File: config.mk
export PLATFORM = sky130hd
export DESIGN_NAME = cw305_mailbox_ctrl
export DESIGN_NICKNAME = d
export VERILOG_FILES = /design/src/rtl/cw305_mailbox_ctrl.sv
export SDC_FILE = /design/constraint.sdc
export NUM_CORES = 1
export LEC_CHECK = 0
export CORE_MARGIN = 1.5
export CORE_UTILIZATION = 38
export DETAILED_ROUTE_END_ITERATION = 16
export PLACE_DENSITY = 0.67
export SYNTH_ARGS = -nofsm -noshare
export SYNTH_HDL_FRONTEND = slang
export SYNTH_SLANG_ARGS = --single-unit
File: constraint.sdc
create_clock -name crypto_clk -period 2.4 [get_ports crypto_clk]
set_input_delay 0.36 -clock crypto_clk [delete_from_list [all_inputs] [get_ports crypto_clk]]
set_output_delay 0.36 -clock crypto_clk [all_outputs]
set_load 0.01 [all_outputs]
File: src/rtl/cw305_mailbox_ctrl.sv
// Host/core mailbox handshake controller: synchronizes host flags, buffers host
// words in a small RX FIFO and posts core responses back to the host one at a time.
module cw305_mailbox_ctrl #(
    parameter int pDEPTH   = 4,
    parameter int pTIMEOUT = 65535
) (
    input  logic                      crypto_clk,
    input  logic                      reset_n,
    input  logic [31:0]               I_ext_data,
    input  logic [31:0]               I_ext_flags,
    output logic [31:0]               O_pulpino_data,
    output logic [31:0]               O_pulpino_flags,
    output logic [31:0]               O_rx_data,
    output logic                      O_rx_valid,
    input  logic                      I_rx_ready,
    input  logic [31:0]               I_tx_data,
    input  logic                      I_tx_valid,
    output logic                      O_tx_ready,
    output logic [$clog2(pDEPTH):0]   O_rx_level,
    input  logic                      I_err_clear
);

    localparam int          AW      = $clog2(pDEPTH);
    localparam logic [15:0] TO_LAST = 16'(pTIMEOUT - 1);
    localparam logic [AW:0] LVL_MAX = (AW + 1)'(pDEPTH);

    typedef enum logic       {R_IDLE, R_WAIT_CLR}        rx_state_t;
    typedef enum logic [1:0] {T_IDLE, T_POST, T_RELEASE} tx_state_t;

    logic [2:0] sync_q1, sync_q2;
    logic       valid_s, ack_s, abort_s;
    logic       unused_flags;

    rx_state_t  rx_state, rx_next;
    tx_state_t  tx_state, tx_next;
    logic [15:0] rx_cnt, tx_cnt;
    logic       rx_last, tx_last, rx_to, tx_to;
    logic       ack, resp_valid, tx_ready, tx_fire;
    logic       timeout_err;

    logic [31:0]   mem [pDEPTH];
    logic [AW-1:0] wr_ptr, rd_ptr;
    logic [AW:0]   level;
    logic          full, push, pop;

    assign unused_flags = ^I_ext_flags[31:3];

    always_ff @(posedge crypto_clk or negedge reset_n) begin
        if (!reset_n) begin
            sync_q1 <= '0;
            sync_q2 <= '0;
        end else begin
            sync_q1 <= I_ext_flags[2:0];
            sync_q2 <= sync_q1;
        end
    end

    assign valid_s = sync_q2[0];
    assign ack_s   = sync_q2[1];
    assign abort_s = sync_q2[2];

    // ---------------- RX handshake ----------------
    assign full    = (level == LVL_MAX);
    assign rx_last = (rx_cnt == TO_LAST);
    assign push    = (rx_state == R_IDLE) && valid_s && !full && !abort_s;
    assign rx_to   = (rx_state == R_WAIT_CLR) && valid_s && rx_last && !abort_s;

    always_ff @(posedge crypto_clk or negedge reset_n) begin
        if (!reset_n) rx_state <= R_IDLE;
        else          rx_state <= rx_next;
    end

    always_comb begin
        rx_next = rx_state;
        if (abort_s) begin
            rx_next = R_IDLE;
        end else begin
            case (rx_state)
                R_IDLE:     if (push) rx_next = R_WAIT_CLR;
                R_WAIT_CLR: if (!valid_s || rx_last) rx_next = R_IDLE;
                default:    rx_next = R_IDLE;
            endcase
        end
    end

    always_comb begin
        ack = (rx_state == R_WAIT_CLR);
    end

    // Counters restart on every state change, so each waiting state gets a fresh budget.
    always_ff @(posedge crypto_clk or negedge reset_n) begin
        if (!reset_n)                             rx_cnt <= '0;
        else if (abort_s || rx_next != rx_state)  rx_cnt <= '0;
        else if (rx_state == R_WAIT_CLR)          rx_cnt <= rx_cnt + 16'd1;
    end

    // ---------------- TX handshake ----------------
    assign tx_ready = (tx_state == T_IDLE) && !abort_s;
    assign tx_fire  = I_tx_valid && tx_ready;
    assign tx_last  = (tx_cnt == TO_LAST);
    assign tx_to    = !abort_s && tx_last &&
                      (((tx_state == T_POST) && !ack_s) || ((tx_state == T_RELEASE) && ack_s));

    always_ff @(posedge crypto_clk or negedge reset_n) begin
        if (!reset_n) tx_state <= T_IDLE;
        else          tx_state <= tx_next;
    end

    always_comb begin
        tx_next = tx_state;
        if (abort_s) begin
            tx_next = T_IDLE;
        end else begin
            case (tx_state)
                T_IDLE:    if (tx_fire) tx_next = T_POST;
                T_POST:    if (ack_s) tx_next = T_RELEASE;
                           else if (tx_last) tx_next = T_IDLE;
                T_RELEASE: if (!ack_s || tx_last) tx_next = T_IDLE;
                default:   tx_next = T_IDLE;
            endcase
        end
    end

    always_comb begin
        resp_valid = (tx_state == T_POST);
        O_tx_ready = tx_ready;
    end

    always_ff @(posedge crypto_clk or negedge reset_n) begin
        if (!reset_n)                             tx_cnt <= '0;
        else if (abort_s || tx_next != tx_state)  tx_cnt <= '0;
        else if (tx_state != T_IDLE)              tx_cnt <= tx_cnt + 16'd1;
    end

    always_ff @(posedge crypto_clk or negedge reset_n) begin
        if (!reset_n)     O_pulpino_data <= '0;
        else if (tx_fire) O_pulpino_data <= I_tx_data;
    end

    // A fresh timeout outranks a clear requested in the same cycle.
    always_ff @(posedge crypto_clk or negedge reset_n) begin
        if (!reset_n)            timeout_err <= 1'b0;
        else if (rx_to || tx_to) timeout_err <= 1'b1;
        else if (I_err_clear)    timeout_err <= 1'b0;
    end

    // ---------------- RX FIFO ----------------
    assign pop = (level != '0) && I_rx_ready && !abort_s;

    always_ff @(posedge crypto_clk or negedge reset_n) begin
        if (!reset_n) begin
            for (int i = 0; i < pDEPTH; i++) mem[i] <= '0;
        end else if (push) begin
            mem[wr_ptr] <= I_ext_data;
        end
    end

    always_ff @(posedge crypto_clk or negedge reset_n) begin
        if (!reset_n) begin
            wr_ptr <= '0;
            rd_ptr <= '0;
            level  <= '0;
        end else if (abort_s) begin
            wr_ptr <= '0;
            rd_ptr <= '0;
            level  <= '0;
        end else begin
            if (push) wr_ptr <= wr_ptr + AW'(1);
            if (pop)  rd_ptr <= rd_ptr + AW'(1);
            level <= level + (AW + 1)'(push) - (AW + 1)'(pop);
        end
    end

    assign O_rx_data       = mem[rd_ptr];
    assign O_rx_valid      = (level != '0);
    assign O_rx_level      = level;
    assign O_pulpino_flags = {28'd0, timeout_err, full, resp_valid, ack};

endmodule

# Word-level counts from Yosys, hierarchy flattened
# Cells that the tools add are included.
[totals]
regBits = 209
latch_bits = 0
mem_bits_rw = 0
rom_bits = 0
input_bits = 101
output_inout_bits = 101
n_memories = 0
[op_classes]
n_addsub = 6
mul = 0
n_div = 0
n_lt_le_gt_ge = 3
eq_ne = 7
shift = 0
mux = 27
bitwise_logic = 3
reduce_logical = 33
[ops]
columns = ["operator", "n"]
rows = [
  ["128-bit bitwise mux", 1],
  ["32-bit two-way mux", 3],
  ["32-bit binary-select mux with 2-bit select", 1],
  ["32-bit demux with 2-bit select", 1],
  ["16-bit two-way mux", 4],
  ["16-bit by 1-bit adder with 16-bit output (second input constant)", 2],
  ["16-bit == test (second input constant)", 2],
  ["2-bit two-way mux", 9],
  ["1-bit logical AND", 15],
  ["2-bit nonzero test", 6],
  ["3-bit greater-or-equal comparator (second input constant)", 2],
  ["1-bit logical OR", 6],
  ["2-bit NOT with 3-bit output", 2],
  ["2-bit one-hot mux with 3 select lines", 1],
  ["1-bit two-way mux", 5],
  ["2-bit by 1-bit adder with 2-bit output (second input constant)", 2],
  ["1-bit zero test", 4],
  ["3-bit by 1-bit adder with 3-bit output", 1],
  ["3-bit == test (second input constant)", 1],
  ["3-bit by 1-bit < comparator with 1-bit output (second input constant)", 1],
  ["3-bit two-way mux", 1],
  ["3-bit nonzero test", 1],
  ["3-bit by 1-bit subtractor with 3-bit output", 1],
  ["2-bit by 1-bit == test with 1-bit output (second input constant)", 1],
  ["other kinds (6)", 6],
]

# Longest topological paths before layout
[depth]
ltp_word = 10
ltp_mapped = 10

# Worst setup path after synthesis
# No wires, ideal clock.
[synth_timing]
path_type = "flip-flop to flip-flop"
start = "register level[1], in the netlist O_rx_level[1]"
end = "register level[2], in the netlist O_rx_level[2]"
t_arrival_ps = 2260
required_ps = 2269
slack_ps = 9
path_stages_with_launch = 11
path_buffers = 0
synth_period_minus_slack_ps = 2391
path_cell_list = "dfrtp_1 -> or3_1 -> nand2_1 -> nor2_1 -> ha_1 -> inv_1 -> ha_1 -> fa_1 -> xnor2_1 -> xnor2_1 -> nor2_1"
[synth_rtl]
columns = ["element", "line", "rtl"]
rows = [
  ["start, declared", "43", "logic [AW:0] level;"],
  ["start signal, assigned", "170", "level <= level + (AW + 1)'(push) - (AW + 1)'(pop);"],
  ["3-bit nonzero test", "n/a", ""],
  ["named net O_rx_valid", "14", "output logic O_rx_valid,"],
  ["1-bit logical AND (2 in series)", "148", "assign pop = (level != '0) && I_rx_ready && !abort_s;"],
  ["3-bit by 1-bit subtractor with 3-bit output", "170", ""],
  ["3-bit two-way mux", "163", "end else if (abort_s) begin"],
]
# The timed path passes the listed nets, and every way through them passes these cells.
# A chain may end at the register's enable or synchronous reset.

# Worst setup path in the final report
[layout_timing]
start = "register rd_ptr[0]"
end = "output port O_rx_data[23]"
[layout_via]
elab_chain_len = 4
[layout_rtl]
columns = ["element", "line", "rtl"]
rows = [
  ["start, declared", "42", "logic [AW-1:0] wr_ptr, rd_ptr;"],
  ["start signal, assigned", "169", "if (pop) rd_ptr <= rd_ptr + AW'(1);"],
  ["2-bit NOT with 3-bit output (not written as such)", "174", "assign O_rx_data = mem[rd_ptr];"],
  ["32-bit binary-select mux with 2-bit select", "174", ""],
  ["32-bit two-way mux (not written as such) (2 in series)", "174", ""],
  ["end, declared", "13", "output logic [31:0] O_rx_data,"],
]
# No other way between the ends. The select of a mux whose other input is x is not followed.

==> impl_metrics.toml <==
[status]
status = "finished clean"

[synthesis]
yosys.area.top_type_share = 0.555
ys_types = 52
synthesis.area_mm2 = 0.00943
synthTopCellsByArea = "dfrtp_1, mux2_2, mux4_2, buf_4, xnor2_1"
seq_area_frac_synth = 0.555
synth_edf_count = 0
synth-async-reset-ratio = 1.00
synth_flop_cell = "dfrtp_1"
yosys.area.top_type = "dfrtp_1"
syn_area_per_cell_um2 = 14.1
ys_ff_latch = 209
yosysWarningCount = 0
syn_inst = 667

[power]
powerDensity_mw_per_mm2 = 1080
p_sw_frac = 0.266
p_int_mw = 9.72
p_switching_mw = 3.51
p_leak_nw = 5.08
clockPowerShare = 0.299
peakVddDrop_v = 0.000562
p_seq_frac = 0.392
pwr-share-comb = 0.309
p_total_mw = 13.2

[sta]
slew_headroom = 0.514
final-setup-viol-count = 0
fin_crit_ps = 2350
period_share = 0.977
worst_hold_slack_ps = 276
fmax_mhz = 426
skew_ps = 24.3
worst_pin_slew_ps = 728
hold_viol = 0
rsz0062_at_grt = "yes"
final-max-slew-violation-count = 0

[layout]
final_area_mm2 = 0.0122
final_layout_size_suffix_gt1_frac = 0.335
layout_commonest_cell = "dfrtp_1"
diodes = 0
final_cells = 1174
layout.nets = 944
layout_common_cells = "dfrtp_1, mux2_2, clkdlybuf4s50_1"
area_growth_pct = 29.8

[detailed_routing]
avgRoutedWirePerCell_um = 16.5
drt-initial-drc-count = 256
vias_per_cell = 4.96
drtPass1Iterations = 4
remaining_drc_errors = 0
ant_nets = 0
wirelength_mm = 19.4
vias = 5821

[grt]
overflow = 0
grt_pass1_wl_mm = 31.9
antenna_found_initial = 0
grt_pass1_vias = 6038
grtUsageTotal = 0.154
grt_max_degree = 61

[placement]
dp_hpwl_mm = 12.0
gp_congestion = 0.747
placedInstanceArea_mm2 = 0.0113
port_buffers = 144
dp.cells = 1120

[clock_tree]
cts.clk_slew.worst_paths_ps = 60
cts_tree = "yes"
root_buffer = "clkbuf_16"
numCtsBuffers = 25
cts_max_path_buffers = 3
cts_sinks = 209
htree_levels = 1
clock_latency_ps = 520

[floorplanning]
die_w_um = 161
start_util = 0.388
io_pins = 202
core_area_mm2 = 0.0243
die_h_um = 161
die_area_mm2 = 0.0258
row_count = 57

[worst_setup_path]
end_kind = "output port"
worst_ep_arrival_time_ps = 1990
critPathKind = "reg2out"
startpoint_type = "flip-flop"
cp_num_buf_inv = 3
crit_family = "buffers and inverters"
critPathMaxStageDelay_ps = 530
worstPathMaxFanout = 6
crit_top_cell = "buf_6"
crit_required_ps = 2040
critical_path.cell_chain = "buf_6 -> bufbuf_16 -> mux4_2 -> buf_6"
slowest_stage = "mux4_2"

[worst_hold_path]
hold_class = "in2reg"

[job]
maxCapViolations = 0
## final cells by class
type / count / area (um^2)
clock buffers: 34 / 709
inverters: 17 / 63.8
flip-flops and latches: 209 / 5230
multi-input cells: 404 / 3870
well taps: 324 / 405
clock inverters: 11 / 166
fillers: 2098 / 12100
repair buffers: 175 / 1800
## flip-flops by register name, summed over array words and instances (netlist names)
signal          flops
mem               128
O_pulpino_data     32
rx_cnt             16
tx_cnt             16
O_rx_level          3
sync_q1             3
sync_q2             3
rd_ptr              2
tx_state            2
wr_ptr              2
ack                 1
timeout_err         1
## logic make-up (layout without fill, tap and decap cells)
| family | count (synthesis) | count (layout) | share of synthesized area |
|---|---|---|---|
| XOR/XNOR | 29 | 29 | 0.0269 |
| multiplexers | 195 | 195 | 0.271 |
| other | 1 | 28 | 0.000398 |
| AND/OR/NAND/NOR | 102 | 102 | 0.0584 |
| buffers and inverters | 81 | 237 | 0.0476 |
| AO/OA/AOI/OAI | 39 | 39 | 0.0257 |
| adder cells (fa/ha/maj) | 11 | 11 | 0.0154 |
| flip-flops | 209 | 209 | 0.555 |
## what timing repair did
item	CTS	global route
resized for setup	97	19
gates cloned	2	1
hold endpoints to repair	50	0
endpoints found under the setup margin	33	30
hold buffers	1	0
setup buffers	4	1
pin swaps	0	1
## cells in the mapped netlist (all sizes together) (2+ instances only)
cell type  instances
a21boi             2
xor2              10
inv               17
ha                10
a21oi             18
nor2b              4
or3b               2
or4                3
xnor2             19
o2111ai            2
mux2             160
and3               3
clkbuf            12
o21ai              7
dfrtp            209
mux4              32
nor3               6
nand4              9
nand2b             3
nor4               9
nand2             20
a31o               2
mux2i              3
or3                2
nor2              26
nand3              8
buf               52
## per-stage QoR
| step | setup slack [ps] | util | setup TNS, ps |
|---|---|---|---|
| after floorplan | 9.07 | - | 0 |
| after global placement | 89.5 | 0.464 | 0 |
| after detailed placement | 81.8 | 0.464 | 0 |
| after CTS | -15.5 | 0.501 | -62.5 |
| after global routing | -20.5 | 0.503 | -58.8 |
| final | 54.6 | 0.503 | 0 |
## power groups by stage
stage	clock (mW)	sequential, mW	combinational (mW)
5_1_grt	4.23	5.34	4.41
3_5_place_dp	0	5.26	4.16
4_1_cts	4.08	5.20	4.05
6_report	3.95	5.19	4.09
2_1_floorplan	0	5.13	2.43
3_3_place_gp	0	5.21	4.09
## layer usage
layer / wire length (um) / up-vias / GRT usage
met5: 0 / - / 0
met4: 415 / 0 / 0.0408
met3: 1140 / 26 / 0.0390
met2: 9230 / 138 / 0.252
met1: 8640 / 2977 / 0.203
li1: - / 2680 / -
## final timing paths
kind / slack [ps] / start / depth (start not counted) / endpoint
max in group asynchronous: 1280 / reset_n / 3 / tx_cnt[2]
min in group asynchronous: 400 / reset_n / 2 / O_pulpino_data[28]
max: 50 / rd_ptr[0] / 4 / O_rx_data[23]
min reg2reg: 350 / sync_q1[2] / 0 / sync_q2[2]
max reg2reg: 120 / O_rx_level[1] / 10 / O_rx_level[2]
min: 280 / I_ext_flags[0] / 1 / sync_q1[0]
No activity file was read; power rests on OpenSTA's default activity.
